**config.mk**
```make
export PLATFORM = sky130hd
export DESIGN_NAME = bit_reverse_reorder_flat
export DESIGN_NICKNAME = d
export VERILOG_FILES = /design/src/rtl/bit_reverse_reorder_pkg.sv /design/src/rtl/bit_reverse_reorder_if.sv /design/src/rtl/bit_reverse_reorder_ram.sv /design/src/rtl/bit_reverse_reorder.sv /design/src/flat_wrapper.sv
export SDC_FILE = /design/constraint.sdc
export NUM_CORES = 2
export LEC_CHECK = 0
export BUFFER_PORTS_ARGS = -buffer_cell sky130_fd_sc_hd__buf_2
export CAP_MARGIN = 20
export CORE_ASPECT_RATIO = 1.25
export CORE_UTILIZATION = 34
export CTS_BUF_LIST = sky130_fd_sc_hd__clkbuf_8
export DETAILED_ROUTE_END_ITERATION = 8
export HOLD_SLACK_MARGIN = 0.02
export SETUP_SLACK_MARGIN = 0.3
export SLEW_MARGIN = 20
export SYNTH_ARGS = -nofsm -noshare
export SYNTH_HDL_FRONTEND = slang
export SYNTH_SLANG_ARGS = --single-unit
```
**constraint.sdc**
```tcl
create_clock -name clock -period 8.1 [get_ports clock]
set_clock_uncertainty 0.2 [all_clocks]
set_input_delay 0.405 -clock clock [delete_from_list [all_inputs] [get_ports clock]]
set_output_delay 0.405 -clock clock [all_outputs]
set_load 0.1 [all_outputs]
```
**src/rtl/bit_reverse_reorder_pkg.sv**
```systemverilog
// Shared constants, types and helper functions for the bit-reverse reorder stage.
package bit_reverse_reorder_pkg;

    // Read-side sequencer states.
    typedef enum logic {
        RD_IDLE = 1'b0,
        RD_READ = 1'b1
    } rd_state_e;

    // Ceiling log2, used to size counters from the frame length.
    function automatic int unsigned log2c(input int unsigned v);
        int unsigned r;
        r = 0;
        while ((32'd1 << r) < v) begin
            r = r + 1;
        end
        return r;
    endfunction

    // Reverse the low nbits of v; higher bits of the result are zero.
    function automatic logic [31:0] bitrev(input logic [31:0] v, input int unsigned nbits);
        logic [31:0] src;
        logic [31:0] r;
        src = v;
        r   = '0;
        for (int unsigned b = 0; b < 32; b++) begin
            if (b < nbits) begin
                r   = {r[30:0], src[0]};
                src = src >> 1;
            end
        end
        return r;
    endfunction

endpackage

```
**src/rtl/bit_reverse_reorder_if.sv**
```systemverilog
// Streaming bus of the reorder stage: bit-reversed samples in, natural-order samples out.
interface bit_reverse_reorder_if #(
    parameter int WIDTH = 16
);
    logic             idata_en;
    logic [WIDTH-1:0] idata_r;
    logic [WIDTH-1:0] idata_i;
    logic             odata_en;
    logic [WIDTH-1:0] odata_r;
    logic [WIDTH-1:0] odata_i;
    logic             odata_last;

    // Producer of input frames / consumer of reordered output.
    modport master (
        output idata_en, idata_r, idata_i,
        input  odata_en, odata_r, odata_i, odata_last
    );

    // The reorder block itself.
    modport slave (
        input  idata_en, idata_r, idata_i,
        output odata_en, odata_r, odata_i, odata_last
    );
endinterface

```
**src/rtl/bit_reverse_reorder_ram.sv**
```systemverilog
// Frame store: one write port, one registered read port, no reset on contents.
module bit_reverse_reorder_ram #(
    parameter int AW = 7,
    parameter int DW = 32
) (
    input  logic          clk_i,
    input  logic          we_i,
    input  logic [AW-1:0] waddr_i,
    input  logic [DW-1:0] wdata_i,
    input  logic [AW-1:0] raddr_i,
    output logic [DW-1:0] rdata_o
);
    logic [DW-1:0] mem [2**AW];
    logic [DW-1:0] rdata_q;

    // Synchronous write and registered read; address {bank, index}.
    always_ff @(posedge clk_i) begin
        if (we_i) begin
            mem[waddr_i] <= wdata_i;
        end
        rdata_q <= mem[raddr_i];
    end

    assign rdata_o = rdata_q;
endmodule

```
**src/rtl/bit_reverse_reorder.sv**
```systemverilog
// Ping-pong reorder buffer: stores each bit-reversed FFT frame and replays it
// in natural order, gapless for back-to-back frames.
module bit_reverse_reorder
    import bit_reverse_reorder_pkg::*;
#(
    parameter int N     = 64,
    parameter int WIDTH = 16
) (
    input  logic                 clock,
    input  logic                 reset,
    bit_reverse_reorder_if.slave bus
);
    localparam int unsigned      LOG_N    = log2c(N);
    localparam int               AW       = LOG_N + 1;
    localparam logic [LOG_N-1:0] LAST_IDX = LOG_N'(N - 1);

    // Write side
    logic [LOG_N-1:0] wr_count_q, wr_count_d;
    logic             wr_bank_q, wr_bank_d;
    logic             frame_ready_q, frame_ready_d;
    logic             ready_bank_q, ready_bank_d;

    // Read side
    rd_state_e        state_q;
    logic [LOG_N-1:0] rd_count_q;
    logic             rd_bank_q;
    logic             odata_en_q;
    logic             odata_last_q;

    // RAM hookup
    logic             ram_we;
    logic [AW-1:0]    ram_waddr;
    logic [AW-1:0]    ram_raddr;
    logic [2*WIDTH-1:0] ram_wdata;
    logic [2*WIDTH-1:0] ram_rdata;

    // Write-side next state: count samples, swap banks on a complete frame,
    // drop any partial frame when enable falls.
    always_comb begin
        wr_count_d    = wr_count_q;
        wr_bank_d     = wr_bank_q;
        frame_ready_d = 1'b0;
        ready_bank_d  = ready_bank_q;
        if (bus.idata_en) begin
            if (wr_count_q == LAST_IDX) begin
                wr_count_d    = '0;
                wr_bank_d     = ~wr_bank_q;
                frame_ready_d = 1'b1;
                ready_bank_d  = wr_bank_q;
            end else begin
                wr_count_d = wr_count_q + LOG_N'(1);
            end
        end else begin
            wr_count_d = '0;
        end
    end

    // Write-side registers; frame_ready is a one-cycle pulse to the reader.
    always_ff @(posedge clock) begin
        if (reset) begin
            wr_count_q    <= '0;
            wr_bank_q     <= 1'b0;
            frame_ready_q <= 1'b0;
            ready_bank_q  <= 1'b0;
        end else begin
            wr_count_q    <= wr_count_d;
            wr_bank_q     <= wr_bank_d;
            frame_ready_q <= frame_ready_d;
            ready_bank_q  <= ready_bank_d;
        end
    end

    assign ram_we    = bus.idata_en & ~reset;
    assign ram_waddr = {wr_bank_q, wr_count_q};
    assign ram_wdata = {bus.idata_r, bus.idata_i};

    // Natural-order replay: sample k lives at input position bitrev(k).
    assign ram_raddr = {rd_bank_q, LOG_N'(bitrev(32'(rd_count_q), LOG_N))};

    // Read sequencer with registered output flags aligned to the RAM read data.
    always_ff @(posedge clock) begin
        if (reset) begin
            state_q      <= RD_IDLE;
            rd_count_q   <= '0;
            rd_bank_q    <= 1'b0;
            odata_en_q   <= 1'b0;
            odata_last_q <= 1'b0;
        end else begin
            odata_en_q   <= (state_q == RD_READ);
            odata_last_q <= (state_q == RD_READ) && (rd_count_q == LAST_IDX);
            case (state_q)
                RD_IDLE: begin
                    if (frame_ready_q) begin
                        state_q    <= RD_READ;
                        rd_count_q <= '0;
                        rd_bank_q  <= ready_bank_q;
                    end
                end
                RD_READ: begin
                    if (rd_count_q == LAST_IDX) begin
                        rd_count_q <= '0;
                        if (frame_ready_q) begin
                            // Next frame finished exactly now: continue without a gap.
                            rd_bank_q <= ready_bank_q;
                        end else begin
                            state_q <= RD_IDLE;
                        end
                    end else begin
                        rd_count_q <= rd_count_q + LOG_N'(1);
                    end
                end
                default: begin
                    state_q <= RD_IDLE;
                end
            endcase
        end
    end

    bit_reverse_reorder_ram #(
        .AW (AW),
        .DW (2 * WIDTH)
    ) u_ram (
        .clk_i   (clock),
        .we_i    (ram_we),
        .waddr_i (ram_waddr),
        .wdata_i (ram_wdata),
        .raddr_i (ram_raddr),
        .rdata_o (ram_rdata)
    );

    // Data is forced to zero outside valid output cycles.
    assign bus.odata_en   = odata_en_q;
    assign bus.odata_last = odata_last_q;
    assign bus.odata_r    = odata_en_q ? ram_rdata[2*WIDTH-1:WIDTH] : '0;
    assign bus.odata_i    = odata_en_q ? ram_rdata[WIDTH-1:0]       : '0;

endmodule
```
**src/flat_wrapper.sv**
```systemverilog
// flat-port wrapper written by rule: the top's interface ports become plain ports
module bit_reverse_reorder_flat import bit_reverse_reorder_pkg::*;
#(
    parameter int N     = 64,
    parameter int WIDTH = 16
)
  (clock, reset, bus_idata_en, bus_idata_r, bus_idata_i, bus_odata_en, bus_odata_r, bus_odata_i, bus_odata_last);
  bit_reverse_reorder_if #(.WIDTH(WIDTH)) bus_i ();
  input  logic clock;
  input  logic reset;
  input wire logic [$bits(bus_i.idata_en)-1:0] bus_idata_en;
  input wire logic [$bits(bus_i.idata_r)-1:0] bus_idata_r;
  input wire logic [$bits(bus_i.idata_i)-1:0] bus_idata_i;
  output wire logic [$bits(bus_i.odata_en)-1:0] bus_odata_en;
  output wire logic [$bits(bus_i.odata_r)-1:0] bus_odata_r;
  output wire logic [$bits(bus_i.odata_i)-1:0] bus_odata_i;
  output wire logic [$bits(bus_i.odata_last)-1:0] bus_odata_last;
  assign bus_i.idata_en = bus_idata_en;
  assign bus_i.idata_r = bus_idata_r;
  assign bus_i.idata_i = bus_idata_i;
  assign bus_odata_en = bus_i.odata_en;
  assign bus_odata_r = bus_i.odata_r;
  assign bus_odata_i = bus_i.odata_i;
  assign bus_odata_last = bus_i.odata_last;
  bit_reverse_reorder #(.N(N), .WIDTH(WIDTH)) u_core (.clock(clock), .reset(reset), .bus(bus_i));
endmodule
```
==> Word-level counts from Yosys, hierarchy flattened <==
Memory sizes are Yosys's and may differ from the RTL's. A register that Yosys moved wholly into a read port is not among the register bits.
Index checks and enable logic that the tools add are counted.
{ "op_classes": {"n_mux": 14, "bitwise_logic": 5, "reduce_logical": 4, "n_eq_ne": 4, "n_addsub": 2} }
{ "op_table": {"columns": ["operator", "n"], "rows": [
  ["2-to-1 mux 16 bit", 2],
  ["adder 6 x 1 -> 6 bit (second input constant)", 2],
  ["equality test 6 bit (second input constant)", 2],
  ["2-to-1 mux 6 bit", 2],
  ["one-hot mux 6 bit (2 select lines)", 1],
  ["2-to-1 mux 1 bit", 7],
  ["NOT 1 bit", 4],
  ["one-hot mux 1 bit (2 select lines)", 2],
  ["OR reduction 3 bit", 1],
  ["!= test 2 x 1 -> 1 bit (second input constant)", 1],
  ["!= test 2 bit (second input constant)", 1],
  ["AND reduction 2 bit", 1],
  ["OR reduction 2 bit", 1],
  ["AND 1 bit", 1],
  ["logical AND 1 bit", 1]
]} }
{ "totals": {"elab_cells": 39, "ramBits": 4096, "mem_count": 1, "ff_bits": 19, "output_inout_bits": 34} }
{ "mem_list": {"columns": ["memory", "depth", "word_bits", "rd", "rd_clocked_by_memory_dff", "wr", "line_no", "text"], "rows": [
  ["u_core.u_ram.mem", 128, 32, 1, 1, 1, "bit_reverse_reorder_ram.sv:13", "logic [DW-1:0] mem [2**AW];"]
]} }

==> Logic depth before layout (Yosys ltp) <==
{ "logic_depth": {"depth_word": 4, "ltp_mapped": 11, "ltp_nobuf": 6} }

==> By module <==
A second synthesis with hierarchy kept.
{ "unflattened": {"cells_unflattened": 6114, "area_unflattened_um2": 157304.6} }
{ "modules_own_cells": {"columns": ["mod", "n_inst", "cells_each", "area_each_um2"], "rows": [
  ["bit_reverse_reorder_ram", 1, 5990, 156276.1],
  ["bit_reverse_reorder", 1, 124, 1028.5]
]} }

==> Worst setup path after synthesis <==
No wires, ideal clock.
{ "synth_timing": {"kind": "register -> register", "startpoint": "reg u_core.wr_count_q[0]", "endpoint": "mem u_core.u_ram.mem[105][0], enable pin", "required_ns": 7.479, "path_buffers": 2, "setup_slack_ns": 4.544, "stages_incl_launch_ff": 6, "arrival_ns": 2.935, "path_cell_list": "dfxtp_1 -> clkbuf_1 -> or3b_2 -> or2_2 -> clkbuf_1 -> nor2_1"} }
{ "synth_rtl": {"columns": ["element", "line_no", "text"], "rows": [
  ["start: declaration", "bit_reverse_reorder.sv:18", "logic [LOG_N-1:0] wr_count_q, wr_count_d;"],
  ["start signal: assignment", "bit_reverse_reorder.sv:66", "wr_count_q <= wr_count_d;"],
  ["end: declaration", "bit_reverse_reorder_ram.sv:13", null]
]} }
Straight into the memory's write port.

==> flow_metrics.tcl <==
set metrics [dict create \
    routed_wl_um 436500 \
    coreArea_um2 462500 \
    finalCriticalPeriod_ns 4.543 \
    internal_power_mw 31.15 \
    post_drt_via_cell_ratio 5.399 \
    die_area_um2 467900 \
    clockBufferDepth 4 \
    pin_count 69 \
    sequentialPowerShare_pct 59.7 \
    grt_start_max_net_pins 123 \
    grt_usage_pct 18.28 \
    drt_first_iter_violations 8325 \
    critPathLaunchType "flip-flop" \
    reg2regPathDepth 8 \
    hp-start "bus_idata_i[8]" \
    wl_per_cell_um 30.86 \
    fin_area_um2 178800 \
    ctsHtreeMaxLevel 6 \
    clkTransAtPathRegs_ns 0.06 \
    grt_pass1_vias 78872 \
    setup_tns_ns 0 \
    cp.required_ns 8.85 \
    dp_hpwl_um 235400 \
    max-vdd-ir-drop_uv 140.9 \
    synth_nets 6937 \
    setup_viol 0 \
    die_w_um 612.0 \
    crit_type "reg2reg" \
    fmax_mhz 220.1 \
    crit_chain "buf_4 > buf_4 > mux4_2 > mux4_2 > o2bb2ai_1 > nor3_1 > buf_4 > o32a_1" \
    cellPowerDensity_nw_per_um2 221.1 \
    port_buffers 68 \
    holdPathStages 2 \
    async_flop_share_pct 0 \
    root_buffer "clkbuf_8" \
    grt_first_pass_wirelength_um 605400 \
    power_mw 39.53 \
    r2r_setup_slack_ns 3.56 \
    synth_seq_cells 4147 \
    min_to "u_core.u_ram.mem[85][8]" \
    tightest_slew_ns 1.170 \
    crit_arrival_ns 5.30 \
    synthTopCellsByArea "edfxtp_1, mux4_2, mux2i_1" \
    post-place-ws_ns 3.599 \
    cts_made_buffers 606 \
    utilization_pct 38.65 \
    slew_viol_final 0 \
    synth_top_area_cell "edfxtp_1" \
    finalWorstSetupSlack_ns 3.557 \
    syn_inst 6900 \
    tritoncts "done" \
    die_y_um 764.6 \
    antenna_found_initial 48 \
    synth_edf_count 4096 \
    nets 7506 \
    end_kind "flip-flop" \
    swShare_pct 21.21 \
    overflow 0 \
    drc_errors 0 \
    cts_resized 0 \
    area_delta_synth_final_pct 13.04 \
    initial_core_util_pct 34.19 \
    drive_gt1_share_pct 26.86 \
    pwr-share-clk_pct 39.0 \
    fill_cells 41042 \
    r2r_end "u_core.u_ram.rdata_o[28]" \
    crit_path_max_incr_delay_ns 0.74 \
    yosysSeqAreaShare_pct 78.41 \
    pwr-share-comb_pct 1.3 \
    timing.final.crit_share_pct 56.09 \
    first_pass_iters 5 \
    place.gp.congestion 0.8017 \
    slew_headroom_pct 21.85 \
    rsz0062_at_grt "false" \
    drt.antenna.violating_nets 0 \
    syn_area_um2 158200 \
    crit_fanout 51 \
    synthFlopType "edfxtp_1" \
    ys_types 42 \
    cap_violations 0 \
    fp-row-count 279 \
    final_hold_viol_count 0 \
    clock_sinks 4147 \
    min_path_type "in2reg" \
    p_leak_nw 53.51 \
    worst_path_max_delay_cell "buf_4" \
    status "completed" \
    power.net_switching_mw 8.385 \
    clk_latency_ns 1.11 \
    crit_path_frequent_cell "buf_4" \
    synth.top_cell.area_share_pct 77.77 \
    vias 76353 \
    synth_area_per_cell_um2 22.92 \
    place_area_um2 167500 \
    r2r_start "u_core.rd_count_q[3]" \
    yosys_warnings 0 \
]
-- cells by family after synthesis --
group / count (synthesis) / synth area share, %
adder cells (fa/ha/maj): 2 / 0.01582
XOR/XNOR: 4 / 0.02215
AND/OR/NAND/NOR: 390 / 1.166
multiplexers: 1378 / 16.45
buffers and inverters: 398 / 1.336
flip-flops: 4147 / 78.41
AO/OA/AOI/OAI: 581 / 2.595
-- registers in the layout (all words and copies together) (netlist names) --
register / cells
u_core.u_ram.mem: 4096
u_core.u_ram.rdata_o: 32
u_core.rd_count_q: 6
u_core.wr_count_q: 6
u_core.bus.odata_en: 1
u_core.bus.odata_last: 1
u_core.frame_ready_q: 1
u_core.rd_bank_q: 1
u_core.ready_bank_q: 1
u_core.state_q: 1
u_core.wr_bank_q: 1
-- layer usage --
layer | wire, µm | part of all wire, % | up-vias | global-route usage [%]
met4 | 20080 | 4.6 | 32 | 8.348
met2 | 222600 | 51 | 3380 | 31.64
met3 | 30950 | 7.1 | 766 | 3.216
met1 | 162600 | 37 | 41429 | 22.29
met5 | 201 | 0.046 | - | 0
li1 | - | - | 30746 | -
-- through the flow --
step / hold WS, ns / instances
global route: 0.1317 / 14133
floorplan: 0.2360 / 6900
detailed placement: 0.2601 / 13006
global placement: 0.2458 / 13002
finish: 0.1879 / 14143
CTS: 0.08542 / 14111
-- power groups by stage --
stage / sequential, mW / combinational [mW] / clock (mW)
global route: 23.6 / 0.530 / 16.6
floorplan: 24.0 / 0.0404 / 0
finish: 23.6 / 0.503 / 15.4
CTS: 23.6 / 0.505 / 15.7
global placement: 24.1 / 0.451 / 0
detailed placement: 24.1 / 0.485 / 0
-- critical path, delay by kind of cell (launching register included) --
family / cells / cell delay, ns
buffers and inverters: 3 / 1.66
multiplexers: 2 / 0.91
flip-flops: 1 / 0.69
AO/OA/AOI/OAI: 2 / 0.58
AND/OR/NAND/NOR: 1 / 0.19
-- cells in the final DEF, fill, tap and decap left out, drive strengths merged, types with 30 or more instances in the layout --
cell type       n
diode          30
mux4          960
nor2          191
a22oi         266
o2bb2ai        64
nor3           64
inv           207
and2           34
clkinv        211
edfxtp       4096
clkbuf        626
mux2i         418
o32a           32
buf           322
dlygate4sd3    35
o21ai          49
dfxtp          51
a21oi         132
-- Yosys cell counts, types with 2 or more instances --
cell	number
edfxtp_1	4096
mux4_2	902
mux2i_1	418
a22oi_1	266
nor2_1	190
buf_2	156
clkbuf_1	143
a21oi_1	132
nor3_1	64
o2bb2ai_1	64
mux4_1	58
dfxtp_1	51
o21ai_0	49
buf_4	39
and2_1	34
o32a_1	32
buf_6	31
or3_1	25
a221oi_1	23
buf_1	23
nand2_1	17
nand3_1	15
nor2b_1	13
o211ai_1	9
or4_1	9
or2_2	6
nand3b_1	5
buf_8	4
a311oi_1	3
and3_1	3
nand2b_1	3
nand4_1	3
xor2_1	3
a41oi_1	2
ha_1	2
-- how the worst max path moves through the flow --
| stage | startpoint | endpoint | slack [ns] | depth (start not counted) |
|---|---|---|---|---|
| floorplan | u_core.wr_count_q[0] | u_core.u_ram.mem[105][0] | 4.54 | 5 |
| global placement | u_core.rd_count_q[1] | u_core.u_ram.rdata_o[13] | 3.12 | 5 |
| detailed placement | u_core.rd_count_q[5] | u_core.u_ram.rdata_o[13] | 3.60 | 7 |
| CTS | u_core.rd_count_q[5] | u_core.u_ram.rdata_o[13] | 3.56 | 7 |
| global route | u_core.rd_count_q[5] | u_core.u_ram.rdata_o[13] | 3.46 | 7 |
| finish | u_core.rd_count_q[3] | u_core.u_ram.rdata_o[28] | 3.56 | 8 |
-- cell type report --
| class | count | area (µm²) | share of cell area, % |
|---|---|---|---|
| Antenna cell | 30 | 75.07 | 0.04199 |
| Clock buffer | 626 | 8616 | 4.819 |
| Clock inverter | 444 | 2176 | 1.217 |
| Inverter | 2 | 15.01 | 0.008398 |
| Multi-Input combinational cell | 2355 | 33180 | 18.56 |
| Sequential cell | 4147 | 124000 | 69.38 |
| Tap cell | 6182 | 7735 | 4.326 |
| Timing Repair Buffer | 357 | 2945 | 1.647 |
-- repair_timing --
action | in CTS | in global routing
hold buffers | 35 | 0
setup buffers | 0 | 0
endpoints found under the hold margin | 1864 | 0
No activity file was read; power rests on OpenSTA's default activity.
